`src/rtl/fifo_pkg.sv`:
```
// Shared definitions for the nibble FIFO and its packing consumer:
// entry width, default pack size and the packer state encoding.
package fifo_pkg;

  localparam int DATA_WIDTH = 4;
  localparam int PACK_COUNT = 4;
  localparam int CNT_WIDTH  = 3;

  localparam logic [1:0] REQ_IDLE = 2'd0;
  localparam logic [1:0] REQ      = 2'd1;
  localparam logic [1:0] CHK      = 2'd2;
  localparam logic [1:0] HOLD     = 2'd3;

endpackage

```
`src/rtl/pack_shift_reg.sv`:
```
// Slot storage for the packer: indexed write of one entry, bulk clear,
// and all slots presented as one word with slot 0 in the low bits.
module pack_shift_reg #(
  parameter int data_width = 4,
  parameter int pack_count = 4,
  parameter int cnt_width  = 3
) (
  input  logic                             clk,
  input  logic                             rst,
  input  logic                             wr_en,
  input  logic [cnt_width-1:0]             wr_idx,
  input  logic [data_width-1:0]            wr_data,
  input  logic                             clr,
  output logic [data_width*pack_count-1:0] word
);

  logic [pack_count-1:0][data_width-1:0] slots;

  // NOTE: the slots are reset even though they are storage, because a reset
  // must visibly clear any partial word and unused slots must read as zero.
  always_ff @(posedge clk or negedge rst) begin
    if (!rst) begin
      slots <= '0;
    end else if (clr) begin
      slots <= '0;
    end else if (wr_en) begin
      for (int i = 0; i < pack_count; i++) begin
        if (wr_idx == cnt_width'(i)) slots[i] <= wr_data;
      end
    end
  end

  assign word = slots;

endmodule

```
`src/rtl/fifo_nibble_packer.sv`:
```
// Drains the nibble FIFO one entry per two cycles and packs entries into a
// wide word behind a valid/ready handshake. Optional: PACK_TIMEOUT_EN.
module fifo_nibble_packer
  import fifo_pkg::*;
#(
  parameter int data_width = DATA_WIDTH,
  parameter int pack_count = PACK_COUNT,
  parameter int cnt_width  = CNT_WIDTH
`ifdef PACK_TIMEOUT_EN
  ,
  parameter int timeout_cycles = 16
`endif
) (
  input  logic                             clk,
  input  logic                             rst,
  input  logic [data_width-1:0]            fifo_data,
  input  logic                             fifo_underflow,
  output logic                             re,
  input  logic                             flush,
  output logic [data_width*pack_count-1:0] word_out,
  output logic [cnt_width-1:0]             word_len,
  output logic                             word_valid,
  input  logic                             word_ready
);

  logic [1:0]           state, state_nxt;
  logic [cnt_width-1:0] cnt, cnt_nxt, cnt_inc, len_nxt;
  logic                 flush_pend, pend_nxt, valid_nxt;
  logic                 wr_en, clr, close_req, timeout_hit;

  assign cnt_inc   = cnt + 1'b1;
  assign close_req = flush | flush_pend | timeout_hit;

`ifdef PACK_TIMEOUT_EN
  localparam int IDLE_W = $clog2(timeout_cycles + 1);
  logic [IDLE_W-1:0] idle_cnt;
  logic              idle_step;

  // Only empty polls made while a partial word is waiting count as idle time.
  assign idle_step   = (state == CHK) && fifo_underflow && (cnt != '0);
  assign timeout_hit = idle_step && (idle_cnt + 1'b1 == IDLE_W'(timeout_cycles));

  always_ff @(posedge clk or negedge rst) begin
    if (!rst) begin
      idle_cnt <= '0;
    end else if (clr || ((state == CHK) && !fifo_underflow)) begin
      idle_cnt <= '0;
    end else if (idle_step) begin
      idle_cnt <= idle_cnt + 1'b1;
    end
  end
`else
  assign timeout_hit = 1'b0;
`endif

  // NOTE: every output of this block gets a default first so that no path
  // through the case statement leaves a value unassigned and infers a latch.
  always_comb begin
    state_nxt = state;
    cnt_nxt   = cnt;
    pend_nxt  = flush_pend;
    len_nxt   = word_len;
    valid_nxt = word_valid;
    wr_en     = 1'b0;
    clr       = 1'b0;
    case (state)
      REQ_IDLE: state_nxt = REQ;
      REQ: begin
        state_nxt = CHK;
        if (flush && cnt != '0) pend_nxt = 1'b1;
      end
      CHK: begin
        if (fifo_underflow) begin
          // A pending close with nothing new arriving ships what is held.
          if (close_req && cnt != '0) begin
            state_nxt = HOLD;
            len_nxt   = cnt;
            valid_nxt = 1'b1;
          end else begin
            state_nxt = REQ;
          end
        end else begin
          wr_en   = 1'b1;
          cnt_nxt = cnt_inc;
          if (cnt_inc == cnt_width'(pack_count) || close_req) begin
            state_nxt = HOLD;
            len_nxt   = cnt_inc;
            valid_nxt = 1'b1;
          end else begin
            state_nxt = REQ;
          end
        end
      end
      HOLD: begin
        if (word_ready) begin
          clr       = 1'b1;
          cnt_nxt   = '0;
          pend_nxt  = 1'b0;
          valid_nxt = 1'b0;
          state_nxt = REQ;
        end
      end
      default: state_nxt = REQ_IDLE;
    endcase
  end

  // NOTE: state registers use non-blocking assignments so every flop samples
  // the pre-edge values regardless of statement order.
  always_ff @(posedge clk or negedge rst) begin
    if (!rst) begin
      state      <= REQ_IDLE;
      cnt        <= '0;
      flush_pend <= 1'b0;
      word_len   <= '0;
      word_valid <= 1'b0;
      re         <= 1'b0;
    end else begin
      state      <= state_nxt;
      cnt        <= cnt_nxt;
      flush_pend <= pend_nxt;
      word_len   <= len_nxt;
      word_valid <= valid_nxt;
      re         <= (state_nxt == REQ);
    end
  end

  pack_shift_reg #(
    .data_width (data_width),
    .pack_count (pack_count),
    .cnt_width  (cnt_width)
  ) u_slots (
    .clk     (clk),
    .rst     (rst),
    .wr_en   (wr_en),
    .wr_idx  (cnt),
    .wr_data (fifo_data),
    .clr     (clr),
    .word    (word_out)
  );

endmodule

```
`config.mk`:
```
export PLATFORM = sky130hd
export DESIGN_NAME = fifo_nibble_packer
export DESIGN_NICKNAME = d
export VERILOG_FILES = /design/src/rtl/fifo_pkg.sv /design/src/rtl/pack_shift_reg.sv /design/src/rtl/fifo_nibble_packer.sv
export SDC_FILE = /design/constraint.sdc
export NUM_CORES = 1
export LEC_CHECK = 0
export BUFFER_PORTS_ARGS = -buffer_cell sky130_fd_sc_hd__buf_4
export CELL_PAD_IN_SITES_DETAIL_PLACEMENT = 1
export CELL_PAD_IN_SITES_GLOBAL_PLACEMENT = 1
export CORE_MARGIN = 4
export CORE_UTILIZATION = 42
export DETAILED_ROUTE_END_ITERATION = 8
export PLACE_DENSITY_LB_ADDON = 0.1
export SYNTH_ARGS = -nofsm -noshare
export SYNTH_HDL_FRONTEND = slang
export SYNTH_SLANG_ARGS = --single-unit
```
`constraint.sdc`:
```
create_clock -name clk -period 3.4 [get_ports clk]
set_clock_uncertainty 0.1 [all_clocks]
set_input_delay 0.17 -clock clk [delete_from_list [all_inputs] [get_ports clk]]
set_output_delay 0.17 -clock clk [all_outputs]
set_load 0.01 [all_outputs]
```
==> run_results.csv, run 1 <==
group,metric,value,unit
run_status,status,"finished clean",
global_routing,grt_max_degree,28,
clock_network,worst_skew_pair.late_latency,0.31,ns
final_layout,regArea,676,µm²
final_layout,stdcell_count,196,
global_routing,gr-total-overflow,0,
clock_network,cts-root-buf,"clkbuf_4",
timing,fmax,519,MHz
yosys,synth-seq-cells,27,
clock_network,cts_sinks,27,
timing,finalCriticalPeriod,1.93,ns
power,p_leak,0.735,nW
clock_network,hold_buffers,1,
final_layout,nets,180,
detailed_routing,drt-vias-per-instance,5.34,
final_layout,syn2layout_area_growth,21.4,%
detailed_routing,avgRoutedWirePerCell,15.3,µm
place,placed_cells,191,
timing,slew_headroom,0.506,
detailed_routing,num_vias,1046,
global_routing,globalRouteTotalUtil,0.169,
worst_setup_path,cp_max_fo,7,
yosys,ys_seq_area_frac,0.525,
yosys,synth_fp_nets,149,
detailed_routing,drc,0,
final_layout,drive_gt1_frac,0.218,
floorplan,rows,19,
floorplan,dieHeight,63.4,µm
yosys,synth_area,1290,µm²
power,vdd.ir_drop.worst,0.365,mV
timing,rsz0062_at_grt,"no",
floorplan,dieArea,4020,µm²
yosys,synth.distinct_cells,23,
place,place_congestion,0.749,
detailed_routing,drtIter0Drc,36,
yosys,syn_inst,135,
final_layout,multi_input_area,563,µm²
floorplan,coreArea,2850,µm²
place,numPortBuffers,29,
yosys,avgSynthCellArea,9.54,µm²
clock_network,cts_setup_buffers,0,
clock_network,cts_tree,"done",
floorplan,io_pins,30,
worst_setup_path,critPathKind,"reg2reg",
final_layout,fillers,355,
clock_network,cts_resized,0,
worst_setup_path,start_kind,"register",
timing,finalHoldViolCount,0,
detailed_routing,final_antenna_net_count,0,
clock_network,numCtsBuffers,3,
global_routing,antenna_found_initial,0,
timing,finalSetupTns,0,ns
run,cap_violations,0,
clock_network,clk_pin_slew,0.14,ns
floorplan,die-width,63.4,µm
worst_setup_path,endpoint_kind,"register",
place,dpl_cell_area,1530,µm²
place,hpwl,2340,µm
timing,setup_violations,0,
clock_network,clockBufferDepth,2,
worst_setup_path,cp.arrival,2.04,ns
timing,holdWs,0.0171,ns
worst_setup_path,worst_ep_required_time,3.51,ns
timing,finalMaxSlewViolations,0,
timing,worst_pin_slew,0.738,ns
yosys,yosys_warnings,0,
power,power_density,724,nW/µm²
final_layout,fin_area,1560,µm²
detailed_routing,finalWirelength,3010,µm
hold_path,hold_class,"in2reg",
clock_network,cts.htree.levels,1,
detailed_routing,firstDrtPassIters,4,
global_routing,grt_pass1_wl,5510,µm
floorplan,initial_core_util,0.451,
global_routing,grt_pass1_vias,1137,
final_layout,diodes,0,
timing,period_share,0.567,
final timing paths:
kind | from | endpoint | slack, ns | depth (start not counted)
max | cnt[0] | word_len[1] | 1.47 | 6
min | flush | flush_pend | 0.02 | 3
max reg2reg | cnt[0] | word_len[1] | 1.47 | 6
min reg2reg | u_slots.word[7] | u_slots.word[7] | 0.43 | 2
max in group asynchronous | rst | cnt[2] | 2.76 | 2
min in group asynchronous | rst | u_slots.word[15] | 0.20 | 2
layer usage:
metal	track usage	up-vias	routed length [µm]
met5	0	-	0
met4	0.0485	0	19
met3	0.0426	2	147
met1	0.199	508	1260
met2	0.300	22	1580
li1	-	514	-
flip-flops by register name, indices dropped and copies added, names as in the netlist:
signal        count
flush_pend        1
word_len          3
cnt               3
re                1
state             2
word_valid        1
u_slots.word     16
report_power, final:
group	internal, mW	switching [mW]
Combinational	0.214	0.274
Sequential	0.420	0.0904
Clock	0.0440	0.0897
Total	0.678	0.454
final cells by class:
cell class              count  share of cell area
clock inverters             1             0.00320
well taps                  31              0.0248
clock buffers               3              0.0144
repair buffers             30               0.146
inverters                   8              0.0192
flip-flops and latches     27               0.432
multi-input cells          96               0.360
synthesized netlist by cell type:
| master | n | area (µm²) |
|---|---|---|
| dfrtp_1 | 27 | 676 |
| nand2_1 | 27 | 101 |
| nand3_1 | 17 | 85.1 |
| a21oi_1 | 12 | 60.1 |
| inv_1 | 8 | 30.0 |
| nor2_1 | 8 | 30.0 |
| mux2i_1 | 7 | 70.1 |
| ha_1 | 5 | 62.6 |
| o21ai_0 | 5 | 25.0 |
| buf_2 | 3 | 15.0 |
| nor2b_1 | 3 | 18.8 |
| a21boi_0 | 2 | 15.0 |
| a22oi_1 | 1 | 7.51 |
| a32oi_1 | 1 | 8.76 |
| and2_1 | 1 | 6.26 |
| clkbuf_1 | 1 | 3.75 |
| nand2b_1 | 1 | 6.26 |
| nand3b_1 | 1 | 7.51 |
| nor2_2 | 1 | 6.26 |
| nor3_2 | 1 | 10.0 |
| nor4b_4 | 1 | 23.8 |
| o311a_1 | 1 | 10.0 |
| o32ai_1 | 1 | 8.76 |
layout by cell type, fill, tap and decap left out:
| master | n |
|---|---|
| dlygate4sd3_1 | 1 |
| inv_1 | 8 |
| nand2b_1 | 1 |
| and2_1 | 1 |
| clkbuf_4 | 3 |
| o32ai_1 | 1 |
| nor2_2 | 1 |
| mux2i_1 | 7 |
| o311a_1 | 1 |
| nand3_1 | 17 |
| nor2b_1 | 3 |
| dfrtp_1 | 27 |
| nor4b_4 | 1 |
| nand3b_1 | 1 |
| nand2_1 | 27 |
| o21ai_0 | 5 |
| a21boi_0 | 2 |
| ha_1 | 5 |
| a21oi_1 | 12 |
| clkinv_2 | 1 |
| a32oi_1 | 1 |
| buf_4 | 29 |
| a22oi_1 | 1 |
| nor2_1 | 8 |
| nor3_2 | 1 |
stage by stage:
step | total power [mW] | worst slack [ns] | utilization
after floorplan | 0.799 | 1.63 | -
after global placement | 0.982 | 1.58 | 0.535
after detailed placement | 1.02 | 1.50 | 0.535
after CTS | 1.15 | 1.46 | 0.548
after global routing | 1.24 | 1.30 | 0.548
final | 1.13 | 1.47 | 0.548
kinds of logic (layout without fill, tap and decap cells):
family / Yosys count / in the layout / share of synthesized area
simple gates: 61 / 61 / 0.229
flops: 27 / 27 / 0.525
compound gates: 23 / 23 / 0.105
buf+inv: 12 / 42 / 0.0379
mux: 7 / 7 / 0.0544
fa+ha+maj: 5 / 5 / 0.0486
critical path: stages, from the launching register on:
cell     delay [ns]
dfrtp_1        0.47
ha_1           0.23
ha_1           0.19
nor2b_1        0.13
o311a_1        0.41
mux2i_1        0.20
nand3_1        0.09
Power figures use the tool's default switching activity.
==> run 2, diff against run 1 <==
Settings changed: ABC_AREA set to 1, CORE_UTILIZATION 42 to 34.
Clock period 3.4 ns to 1.6 ns, I/O delays scaled along.
==> run 2 against run 1 <==
Worst setup slack got worse by 1.4 ns. Critical path depth increased by 1. First-iteration DRC count shrank 25%. Final cell count is 25% higher. Register-to-register slack got worse by 1.4 ns. Via count increased by 8.1%. Die area increased by 22%. Non-clock buffer count increased by 6. Largest cell class unchanged.
==> run_results.csv, run 2 <==
group,metric,value,unit
timing,finalCriticalPeriod,1.48,ns
timing,finalHoldViolCount,0,
worst_setup_path,cp_max_fo,5,
worst_setup_path,startpoint,"cnt[0]",
detailed_routing,drt-vias-per-instance,4.62,
floorplan,dieArea,4890,µm²
final_layout,largest_reg_flops,16,
clock_network,numCtsBuffers,3,
yosys,yosysTopAreaCellShare,0.518,
power,p_leak,0.961,nW
timing,layout_setup_ws,0.120,ns
hold_path,hold_class,"in2reg",
yosys,synthArstFlopShare,1.00,
final_layout,syn2layout_area_growth,28.6,%
final_layout,nets,212,
place,place_congestion,0.745,
timing,fmax,676,MHz
final_layout,regArea,676,µm²
final_layout,multi_input_area,551,µm²
floorplan,io_pins,30,
timing,finalSetupTns,0,ns
final_layout,layout_common_cells,"nand2_1, buf_4, dfrtp_1",
timing,worst_pin_slew,0.355,ns
clock_network,cts_sinks,27,
clock_network,cts_tree,"done",
worst_setup_path,critPathKind,"reg2reg",
worst_setup_path,endpoint_kind,"register",
yosys,synth_fp_nets,173,
detailed_routing,drtIter0Drc,27,
floorplan,initial_core_util,0.354,
detailed_routing,drc,0,
yosys,synth_edf_count,0,
yosys,synth_common_cells,"nand2_1, dfrtp_1, nand3_1",
detailed_routing,final_antenna_net_count,0,
run,cap_violations,0,
clock_network,cts.htree.levels,1,
detailed_routing,firstDrtPassIters,4,
final_layout,final_common_cell,"nand2_1",
yosys,synth.distinct_cells,16,
timing,finalMaxSlewViolations,0,
global_routing,gr-total-overflow,0,
floorplan,dieHeight,70.0,µm
yosys,synth_area,1310,µm²
final_layout,drive_gt1_frac,0.244,
worst_setup_path,start_kind,"register",
clock_network,clk_pin_slew,0.10,ns
yosys,syn_inst,159,
final_layout,post-route-util,0.455,
worst_setup_path,r2r_setup_slack,0.12,ns
yosys,synthTopCellsByArea,"dfrtp_1, nand2_1, nand3_1",
floorplan,coreArea,3690,µm²
yosys,synth-seq-cells,27,
floorplan,rows,22,
worst_setup_path,cp.arrival,1.60,ns
timing,holdWs,0.0178,ns
yosys,yosysMostFrequentCell,"nand2_1",
final_layout,fillers,454,
global_routing,antenna_found_initial,0,
global_routing,grt_max_degree,28,
worst_setup_path,rr_endpoint,"u_slots.word[13]",
worst_setup_path,worst_ep_required_time,1.72,ns
power,vdd.ir_drop.worst,0.596,mV
run_status,status,"finished clean",
clock_network,clockBufferDepth,2,
clock_network,cts-root-buf,"clkbuf_8",
timing,slew_headroom,0.763,
worst_setup_path,endpoint,"u_slots.word[13]",
worst_setup_path,rr_worst_depth,7,
place,hpwl,2530,µm
yosys,ys_seq_area_frac,0.518,
worst_setup_path,r2r-start,"cnt[0]",
clock_network,worst_skew_pair.late_latency,0.27,ns
global_routing,grt_pass1_vias,1195,
yosys,synth_ff_type,"dfrtp_1",
detailed_routing,num_vias,1131,
place,place_ws,0.0736,ns
power,power_density,1510,nW/µm²
detailed_routing,avgRoutedWirePerCell,13.3,µm
power,p_total,2.53,mW
yosys,yosysTopAreaCell,"dfrtp_1",
detailed_routing,finalWirelength,3260,µm
timing,period_share,0.925,
global_routing,globalRouteTotalUtil,0.138,
yosys,avgSynthCellArea,8.21,µm²
yosys,yosys_warnings,0,
final_layout,diodes,0,
timing,rsz0062_at_grt,"no",
timing,setup_violations,0,
place,numPortBuffers,29,
floorplan,die-width,70.0,µm
global_routing,grt_pass1_wl,5610,µm
==> run 2: changes by cell type in the layout (fill, tap and decap cells not counted), sizes merged, moves of 4 or more <==
cell and change:
a21oi -11, buf +5, nand3 +4, inv +11
nand2 +37, mux2i -7, nor2 +4
==> run 2: logic make-up (layout without fill, tap and decap cells) <==
logic type	after synthesis	after routing	synth area share
buffers and inverters	21	59	0.0642
adder cells (fa/ha/maj)	5	5	0.0479
AO/OA/AOI/OAI	5	5	0.0192
AND/OR/NAND/NOR	101	101	0.351
flip-flops	27	27	0.518
==> run 2: how the worst min path moves through the flow <==
stage | start | cells after the start | slack [ns] | end
6_report | word_ready | 4 | 0.02 | state[1]
5_1_grt | fifo_underflow | 4 | 0.07 | word_len[2]
4_1_cts | word_ready | 4 | 0.009 | state[1]
3_5_place_dp | rst | 1 | -0.08 | u_slots.word[10]
3_3_place_gp | rst | 1 | -0.08 | u_slots.word[11]
2_1_floorplan | rst | 0 | -0.32 | cnt[0]
==> run 2: final cells by class <==
class                      instances  share of cell area
sequential                        27               0.403
clock buffer                       4              0.0268
multi-input combinational        111               0.328
inverter                          19              0.0425
timing repair buffer              36               0.164
tap                               48              0.0358
==> run 2: stage by stage <==
stage | cell area, µm² | cells
2_1_floorplan | 1310 | 159
3_3_place_gp | 1590 | 237
3_5_place_dp | 1590 | 237
4_1_cts | 1660 | 243
5_1_grt | 1680 | 245
6_report | 1680 | 245
==> run 2: critical path, stage by stage, from the launching register on <==
cell	delay, ns
dfrtp_1	0.43
ha_1	0.23
ha_1	0.18
nand2_1	0.12
nor2_2	0.08
nor2_2	0.15
nand2_1	0.08
nand2_1	0.06
==> run 2: what timing repair did <==
| item | 4_1_cts | 5_1_grt |
|---|---|---|
| gates resized for setup | 0 | 2 |
| setup endpoints to repair | 0 | 6 |
| hold buffers | 2 | 0 |
| setup buffers | 0 | 2 |
| hold endpoints to repair | 28 | 0 |
==> run 2: report_power, final <==
part           switching (mW)  internal [mW]
clock                   0.217          0.179
combinational           0.647          0.451
sequential              0.150          0.883
total                    1.01           1.51
==> run 2: metal layers <==
| metal | wire [µm] | track usage |
|---|---|---|
| met1 | 1560 | 0.194 |
| met2 | 1580 | 0.222 |
| met3 | 104 | 0.0187 |
| met4 | 16 | 0.0383 |
| met5 | 0 | 0 |
